--- config.mk ---
export PLATFORM = sky130hd
export DESIGN_NAME = vga_pixel_reader_flat
export DESIGN_NICKNAME = d
export VERILOG_FILES = /design/src/rtl/vga_pixel_reader_if.sv /design/src/rtl/vga_pixel_reader.sv /design/src/flat_wrapper.sv
export SDC_FILE = /design/constraint.sdc
export NUM_CORES = 1
export LEC_CHECK = 0
export CORE_ASPECT_RATIO = 1.1
export CORE_MARGIN = 10
export CORE_UTILIZATION = 48
export CTS_BUF_LIST = sky130_fd_sc_hd__clkbuf_16
export CTS_CLUSTER_SIZE = 12
export DETAILED_ROUTE_END_ITERATION = 10
export PLACE_DENSITY = 0.74
export SETUP_SLACK_MARGIN = 0.3
export SLEW_MARGIN = 15
export SYNTH_ARGS = -nofsm -noshare
export SYNTH_HDL_FRONTEND = slang
export SYNTH_SLANG_ARGS = --single-unit
--- constraint.sdc ---
create_clock -name clk -period 3.06 [get_ports clk]
set_input_delay 0.612 -clock clk [delete_from_list [all_inputs] [get_ports clk]]
set_output_delay 0.612 -clock clk [all_outputs]
set_load 0.05 [all_outputs]
--- src/rtl/vga_pixel_reader_if.sv ---
// Frame-buffer read port between the pixel reader (master) and the
// imagebuffer arbiter (slave).
interface vga_pixel_reader_if #(
    parameter int AW = 19,
    parameter int CW = 4
);
    logic          fb_rd_en;
    logic [AW-1:0] fb_rd_addr;
    logic [CW-1:0] fb_rd_data;
    logic          fb_rd_stall;

    modport master (
        output fb_rd_en,
        output fb_rd_addr,
        input  fb_rd_data,
        input  fb_rd_stall
    );

    modport slave (
        input  fb_rd_en,
        input  fb_rd_addr,
        output fb_rd_data,
        output fb_rd_stall
    );
endinterface

--- src/rtl/vga_pixel_reader.sv ---
// Raster-order scan-out of the imagebuffer: prefetches colour indices into a
// small FIFO and expands one per VGA_Read pulse to 10-bit RGB.
module vga_pixel_reader #(
    parameter int H_RES      = 640,
    parameter int V_RES      = 480,
    parameter int CW         = 4,
    parameter int AW         = 19,
    parameter int FIFO_DEPTH = 8
) (
    input  logic                 clk,
    input  logic                 rst_n,
    input  logic                 frame_start,
    input  logic                 VGA_Read,
    vga_pixel_reader_if.master   fb,
    output logic [9:0]           VGA_RED,
    output logic [9:0]           VGA_GREEN,
    output logic [9:0]           VGA_BLUE,
    output logic                 pixel_ready,
    output logic                 underflow
);
    localparam int PW = $clog2(FIFO_DEPTH);
    localparam logic [AW-1:0]  LAST_ADDR = AW'(H_RES * V_RES - 1);
    localparam logic [PW:0]    DEPTH_C   = (PW+1)'(FIFO_DEPTH);

    typedef enum logic [1:0] {IDLE, FILL, RUN} state_t;

    state_t        state_reg, state_next;
    logic [AW-1:0] addr_reg, addr_next;
    logic          inflight_reg;
    logic [PW:0]   count_reg, count_next;
    logic [PW-1:0] wr_ptr_reg, rd_ptr_reg;
    logic [CW-1:0] fifo_mem [FIFO_DEPTH];

    logic [PW:0]   credit;
    logic          issue, accept, push, pop, under, rd_req;
    logic [CW-1:0] head_idx;
    logic [9:0]    lvl;
    logic [9:0]    head_chan [3];

    always_comb begin
        state_next = state_reg;
        addr_next  = addr_reg;
        count_next = count_reg;
        credit     = count_reg + {{PW{1'b0}}, inflight_reg};
        // No request is raised in a restart cycle so nothing from the old frame is accepted.
        issue      = (state_reg != IDLE) && !frame_start && (credit < DEPTH_C);
        accept     = issue && !fb.fb_rd_stall;
        push       = inflight_reg && !frame_start;
        rd_req     = VGA_Read && !frame_start;
        pop        = rd_req && (count_reg != '0);
        under      = rd_req && (count_reg == '0);

        case ({push, pop})
            2'b10:   count_next = count_reg + 1'b1;
            2'b01:   count_next = count_reg - 1'b1;
            default: count_next = count_reg;
        endcase

        if (accept) begin
            addr_next = (addr_reg == LAST_ADDR) ? '0 : addr_reg + AW'(1);
        end

        if (frame_start) begin
            state_next = FILL;
            addr_next  = '0;
            count_next = '0;
        end else if (state_reg == FILL && count_next == DEPTH_C) begin
            state_next = RUN;
        end
    end

    assign fb.fb_rd_en   = issue;
    assign fb.fb_rd_addr = addr_reg;

    // Palette: bit 3 selects full/half intensity, bits 0..2 enable R/G/B.
    assign head_idx = fifo_mem[rd_ptr_reg];
    assign lvl      = head_idx[3] ? 10'h3FF : 10'h200;

    generate
        for (genvar gi = 0; gi < 3; gi++) begin : g_chan
            assign head_chan[gi] = head_idx[gi] ? lvl : 10'h000;
        end
    endgenerate

    always_ff @(posedge clk) begin
        if (push) begin
            fifo_mem[wr_ptr_reg] <= fb.fb_rd_data;
        end
    end

    always_ff @(posedge clk or negedge rst_n) begin
        if (!rst_n) begin
            state_reg    <= IDLE;
            addr_reg     <= '0;
            inflight_reg <= 1'b0;
            count_reg    <= '0;
            wr_ptr_reg   <= '0;
            rd_ptr_reg   <= '0;
            VGA_RED      <= '0;
            VGA_GREEN    <= '0;
            VGA_BLUE     <= '0;
            pixel_ready  <= 1'b0;
            underflow    <= 1'b0;
        end else begin
            state_reg    <= state_next;
            addr_reg     <= addr_next;
            inflight_reg <= accept;
            count_reg    <= count_next;

            if (frame_start) begin
                wr_ptr_reg  <= '0;
                rd_ptr_reg  <= '0;
                pixel_ready <= 1'b0;
                underflow   <= 1'b0;
            end else begin
                if (push) begin
                    wr_ptr_reg <= wr_ptr_reg + 1'b1;
                end
                if (pop) begin
                    rd_ptr_reg <= rd_ptr_reg + 1'b1;
                end
                if (state_reg == FILL && state_next == RUN) begin
                    pixel_ready <= 1'b1;
                end
                if (under) begin
                    underflow <= 1'b1;
                end
            end

            if (pop) begin
                VGA_RED   <= head_chan[0];
                VGA_GREEN <= head_chan[1];
                VGA_BLUE  <= head_chan[2];
            end else if (under) begin
                VGA_RED   <= '0;
                VGA_GREEN <= '0;
                VGA_BLUE  <= '0;
            end
        end
    end
endmodule

--- src/flat_wrapper.sv ---
// flat-port wrapper written by rule: the top's interface ports become plain ports
module vga_pixel_reader_flat 
#(
    parameter int H_RES      = 640,
    parameter int V_RES      = 480,
    parameter int CW         = 4,
    parameter int AW         = 19,
    parameter int FIFO_DEPTH = 8
)
  (clk, rst_n, frame_start, VGA_Read, VGA_RED, VGA_GREEN, VGA_BLUE, pixel_ready, underflow, fb_fb_rd_en, fb_fb_rd_addr, fb_fb_rd_data, fb_fb_rd_stall);
  vga_pixel_reader_if #(.AW(AW), .CW(CW)) fb_i ();
  input  logic clk;
  input  logic rst_n;
  input  logic frame_start;
  input  logic VGA_Read;
  output logic [9:0] VGA_RED;
  output logic [9:0] VGA_GREEN;
  output logic [9:0] VGA_BLUE;
  output logic pixel_ready;
  output logic underflow;
  output wire logic [$bits(fb_i.fb_rd_en)-1:0] fb_fb_rd_en;
  output wire logic [$bits(fb_i.fb_rd_addr)-1:0] fb_fb_rd_addr;
  input wire logic [$bits(fb_i.fb_rd_data)-1:0] fb_fb_rd_data;
  input wire logic [$bits(fb_i.fb_rd_stall)-1:0] fb_fb_rd_stall;
  assign fb_fb_rd_en = fb_i.fb_rd_en;
  assign fb_fb_rd_addr = fb_i.fb_rd_addr;
  assign fb_i.fb_rd_data = fb_fb_rd_data;
  assign fb_i.fb_rd_stall = fb_fb_rd_stall;
  vga_pixel_reader #(.H_RES(H_RES), .V_RES(V_RES), .CW(CW), .AW(AW), .FIFO_DEPTH(FIFO_DEPTH)) u_core (.clk(clk), .rst_n(rst_n), .frame_start(frame_start), .VGA_Read(VGA_Read), .fb(fb_i), .VGA_RED(VGA_RED), .VGA_GREEN(VGA_GREEN), .VGA_BLUE(VGA_BLUE), .pixel_ready(pixel_ready), .underflow(underflow));
endmodule
==> out/metrics.sh <==
STATUS='completed'
MAXIMUM_NUMBER_OF_PINS_ON_ONE_NET_BEFORE_GLOBAL_ROUTE_REPAIR=41
DRT_PRE_ANTENNA_ITERS=4
WIRE_PER_INST_UM=17.4
TRITONCTS.NUM_BUFFERS=9
FINAL_CRITICAL_PATH_TIME_INCLUDING_I_O_DELAYS_AND_SETUP_NS=2.68
SYNTH.NET_COUNT=341
PLACE_HPWL_UM=6030
ROWS=33
AREA.GROWTH.SYNTH_TO_FINAL_PCT=25.1
TIMING.HOLD.WORST.CLASS='primary input to async pin'
DRT-VIAS-PER-INSTANCE=5.52
R2R-START='u_core.count_reg[2]'
DETAIL_ROUTE.ITER0.VIOLATIONS=100
NUMCLOCKSINKS=72
ACHIEVABLE-FREQUENCY_MHz=373
BIGGEST_AREA_CONSUMER_AMONG_SYNTHESIZED_CELLS='sky130_fd_sc_hd__dfrtp_1'
NETLIST_INSTANCES=327
MIN_PERIOD_OVER_PERIOD=0.875
CRIT_CHAIN='or4_4 -> or2b_1 -> inv_2 -> ha_4 -> or4_4 -> a21oi_4 -> o2111ai_2 -> o21a_1'
DIEWIDTH_UM=104
FINAL_HOLD_VIOL_COUNT=0
PLACE.DETAILED.INSTANCES=467
SYNTH-SEQ-CELLS=72
TRITONCTS_CLOCK_TREE='built'
NUM_VIAS=2668
ANT_NETS=0
GLOBAL_ROUTING_USAGE_SUMMED_ACROSS_ALL_ROUTING_LAYERS=0.146
HOLD_BUFFERS=0
IOPINCOUNT=61
LARGEST_REGISTER_FF_COUNT=32
TIGHTESTPINTRANSITION_NS=0.934
PORTBUFFERS=60
WORST_VDD_IR_V=0.000339
SYNTH_SEQUENTIAL_AREA_RATIO=0.532
DIODES=0
WORST_HOLD_SLACK_NS=0.425
PATH_CLK_SLEW_NS=0.06
GRT_FIRST_PASS_WIRELENGTH_UM=13900
YOSYS_WARNINGS=0
DP_SLACK_NS=0.0299
POSTROUTEWIRELENGTH_UM=8400
CRITPATHMAXSTAGEDELAY_NS=0.56
CRITICAL_PATH_ARRIVAL_NS=2.90
DIE_HEIGHT_UM=112
MAX-SLEW-MARGIN-REL=0.377
PATH_CLASS='flip-flop to flip-flop'
CRITICAL_PATH.MAX_FANOUT=9
CELL_AT_THE_ROOT_OF_THE_CLOCK_TREE='sky130_fd_sc_hd__clkbuf_16'
TIMING_MAX_TRANSITION_VIOLATIONS_FINAL=0
MAXCAPVIOLCOUNT=0
MAX-CLOCK-PATH-BUFFERS=2
POWER_LEAKAGE_nW=1.71
FINALNETCOUNT=387
ASYNCSETRESETFLOPFRACSYNTH=0.556
TIMING.CRITICAL_PATH.REQUIRED_NS=3.28
PLACED_CELL_AREA_UM2=4310
CP_SLOWEST_CELL='sky130_fd_sc_hd__or4_4'
FINAL_LAYOUT_SIZE_SUFFIX_GT1_FRAC=0.159
CLKLATENCYLATEPIN_NS=0.33
CRITPATHCAPTURETYPE='flip-flop'
VIAS_IN_THE_FIRST_GLOBAL_ROUTE=2653
WORST_SETUP_PATH_STARTPOINT='u_core.count_reg[2]'
CRITPATHMOSTFREQUENTCELL='sky130_fd_sc_hd__or4_4'
AREA_FRACTION_OF_THE_DOMINANT_CELL_TYPE_AFTER_SYNTHESIS=0.272
REMAINING_DRC_ERRORS=0
RSZ0062_AT_GRT='true'
GRT_ANTENNA_BEFORE_REPAIR=0
POST_SYNTH_INSTANCE_AREA_UM2=3690
SETUP_SLACK_NS=0.382
SYNTH_TOP_CELLS_BY_AREA='sky130_fd_sc_hd__dfrtp_1 (27%), sky130_fd_sc_hd__edfxtp_1 (26%), sky130_fd_sc_hd__buf_4 (4.9%)'
GRT-OVFL-TOTAL=0
CTS_SETUP_BUFFERS=0
REG2REGPATHDEPTH=8
PLACEABLECOREAREA_UM2=7470
PLACE.GP.CONGESTION=0.872
YOSYS.CELL_TYPES.COUNT=55
POST_LAYOUT_NONFILLER_INSTANCES=483
FLOORPLAN.INITIALDENSITY=0.493
CTS_RESIZED=0
SYNTH_EDF_COUNT=32
NON_FILLER_CELL_AREA_FINAL_UM2=4610
CRITICAL_PATH.STARTPOINT_TYPE='flip-flop'
SYNTH_TOP_FLOP_CELL='sky130_fd_sc_hd__dfrtp_1'
SYNTHESIS.AREA_PER_INSTANCE_UM2=11.3
FINALCLOCKSKEW_NS=0.00667
CTS.HTREE.LEVELS=3
DIE_AREA_UM2=11600
SETUP-VIOLATIONS-FINAL=0
TOTAL_NEGATIVE_SETUP_SLACKS_NS=0
POWER_DENSITY_nW_PER_UM2=562
[path summary, 6_finish.rpt]
check / slack [ns] / to
min in group clk: 0.48 / u_core.VGA_GREEN[9]
worst max register to register: 0.38 / u_core.state_reg[0]
worst max-delay path: 0.38 / u_core.state_reg[0]
worst min register to register: 0.48 / u_core.VGA_GREEN[9]
max in group asynchronous: 1.99 / u_core.count_reg[2]
worst min-delay path: 0.42 / u_core.VGA_RED[9]
[report_power, final]
group	leakage (nW)	switching [mW]	internal [mW]
clock	0.141	0.403	0.549
sequential	0.834	0.0489	1.05
combinational	0.731	0.341	0.204
total	1.71	0.793	1.80
[layer usage]
layer  GRT usage  part of all wire  routed length [um]  vias up
li1            -                 -                   -     1273
met3      0.0386             0.049                 415        6
met1       0.164              0.41                3400     1314
met2       0.258              0.54                4510       75
met4      0.0556            0.0081                  68        0
met5           0                 0                   0        -
[final cells by class]
type,count,area [um2]
sequential,72,1960
clock buffer,9,225
fill,607,2860
clock inverter,7,48.8
inverter,9,33.8
timing repair buffer,77,733
multi-input combinational,204,1480
tap,105,131
[cells in the final DEF (no fill, tap or decap), types with 9 or more instances in the layout]
| cell | n |
|---|---|
| sky130_fd_sc_hd__a21oi_1 | 22 |
| sky130_fd_sc_hd__nand4_1 | 10 |
| sky130_fd_sc_hd__nand3_1 | 13 |
| sky130_fd_sc_hd__nand2_1 | 16 |
| sky130_fd_sc_hd__nor2_1 | 32 |
| sky130_fd_sc_hd__inv_1 | 9 |
| sky130_fd_sc_hd__edfxtp_1 | 32 |
| sky130_fd_sc_hd__clkdlybuf4s50_1 | 58 |
| sky130_fd_sc_hd__buf_4 | 17 |
| sky130_fd_sc_hd__dfrtp_1 | 39 |
| sky130_fd_sc_hd__clkbuf_16 | 9 |
[critical path: cells and delay by family (launching register included)]
family / cells / cell delay [ns]
AO/OA/AOI/OAI: 3 / 0.44
adder cells (fa/ha/maj): 1 / 0.28
buffers and inverters: 1 / 0.07
flip-flops: 1 / 0.46
AND/OR/NAND/NOR: 3 / 1.31
[kinds of logic after synthesis]
group / share of synthesized area
AND/OR/NAND/NOR: 0.178
AO/OA/AOI/OAI: 0.0974
adder cells (fa/ha/maj): 0.0170
flip-flops: 0.532
multiplexers: 0.0682
XOR/XNOR: 0.0261
buffers and inverters: 0.0811
[synthesized netlist by cell type, types with 2 or more instances]
| master | number |
|---|---|
| sky130_fd_sc_hd__a21o_1 | 4 |
| sky130_fd_sc_hd__a21oi_1 | 23 |
| sky130_fd_sc_hd__a22o_1 | 3 |
| sky130_fd_sc_hd__and3_1 | 2 |
| sky130_fd_sc_hd__buf_1 | 3 |
| sky130_fd_sc_hd__buf_2 | 2 |
| sky130_fd_sc_hd__buf_4 | 24 |
| sky130_fd_sc_hd__buf_6 | 2 |
| sky130_fd_sc_hd__clkbuf_1 | 11 |
| sky130_fd_sc_hd__dfrtp_1 | 40 |
| sky130_fd_sc_hd__edfxtp_1 | 32 |
| sky130_fd_sc_hd__ha_1 | 5 |
| sky130_fd_sc_hd__inv_1 | 9 |
| sky130_fd_sc_hd__mux2i_1 | 6 |
| sky130_fd_sc_hd__mux4_2 | 8 |
| sky130_fd_sc_hd__nand2_1 | 16 |
| sky130_fd_sc_hd__nand2b_1 | 4 |
| sky130_fd_sc_hd__nand3_1 | 13 |
| sky130_fd_sc_hd__nand4_1 | 10 |
| sky130_fd_sc_hd__nor2_1 | 32 |
| sky130_fd_sc_hd__nor2b_1 | 2 |
| sky130_fd_sc_hd__nor3_1 | 7 |
| sky130_fd_sc_hd__nor3_2 | 2 |
| sky130_fd_sc_hd__nor3b_1 | 7 |
| sky130_fd_sc_hd__nor4_1 | 4 |
| sky130_fd_sc_hd__nor4b_1 | 2 |
| sky130_fd_sc_hd__o21a_1 | 3 |
| sky130_fd_sc_hd__o21ai_0 | 6 |
| sky130_fd_sc_hd__o21ai_1 | 2 |
| sky130_fd_sc_hd__o32ai_1 | 3 |
| sky130_fd_sc_hd__o41ai_1 | 3 |
| sky130_fd_sc_hd__or2_2 | 2 |
| sky130_fd_sc_hd__or3b_1 | 2 |
| sky130_fd_sc_hd__or4_4 | 2 |
| sky130_fd_sc_hd__or4b_1 | 2 |
| sky130_fd_sc_hd__xnor2_1 | 6 |
| sky130_fd_sc_hd__xor2_1 | 5 |
[metrics by stage]
step / total power, mW / util
after floorplan: 1.51 / -
after CTS: 2.61 / 0.613
after detailed placement: 1.66 / 0.576
after global placement: 1.65 / 0.576
after global routing: 2.70 / 0.617
final: 2.59 / 0.617
Power figures use the tool's default switching activity.
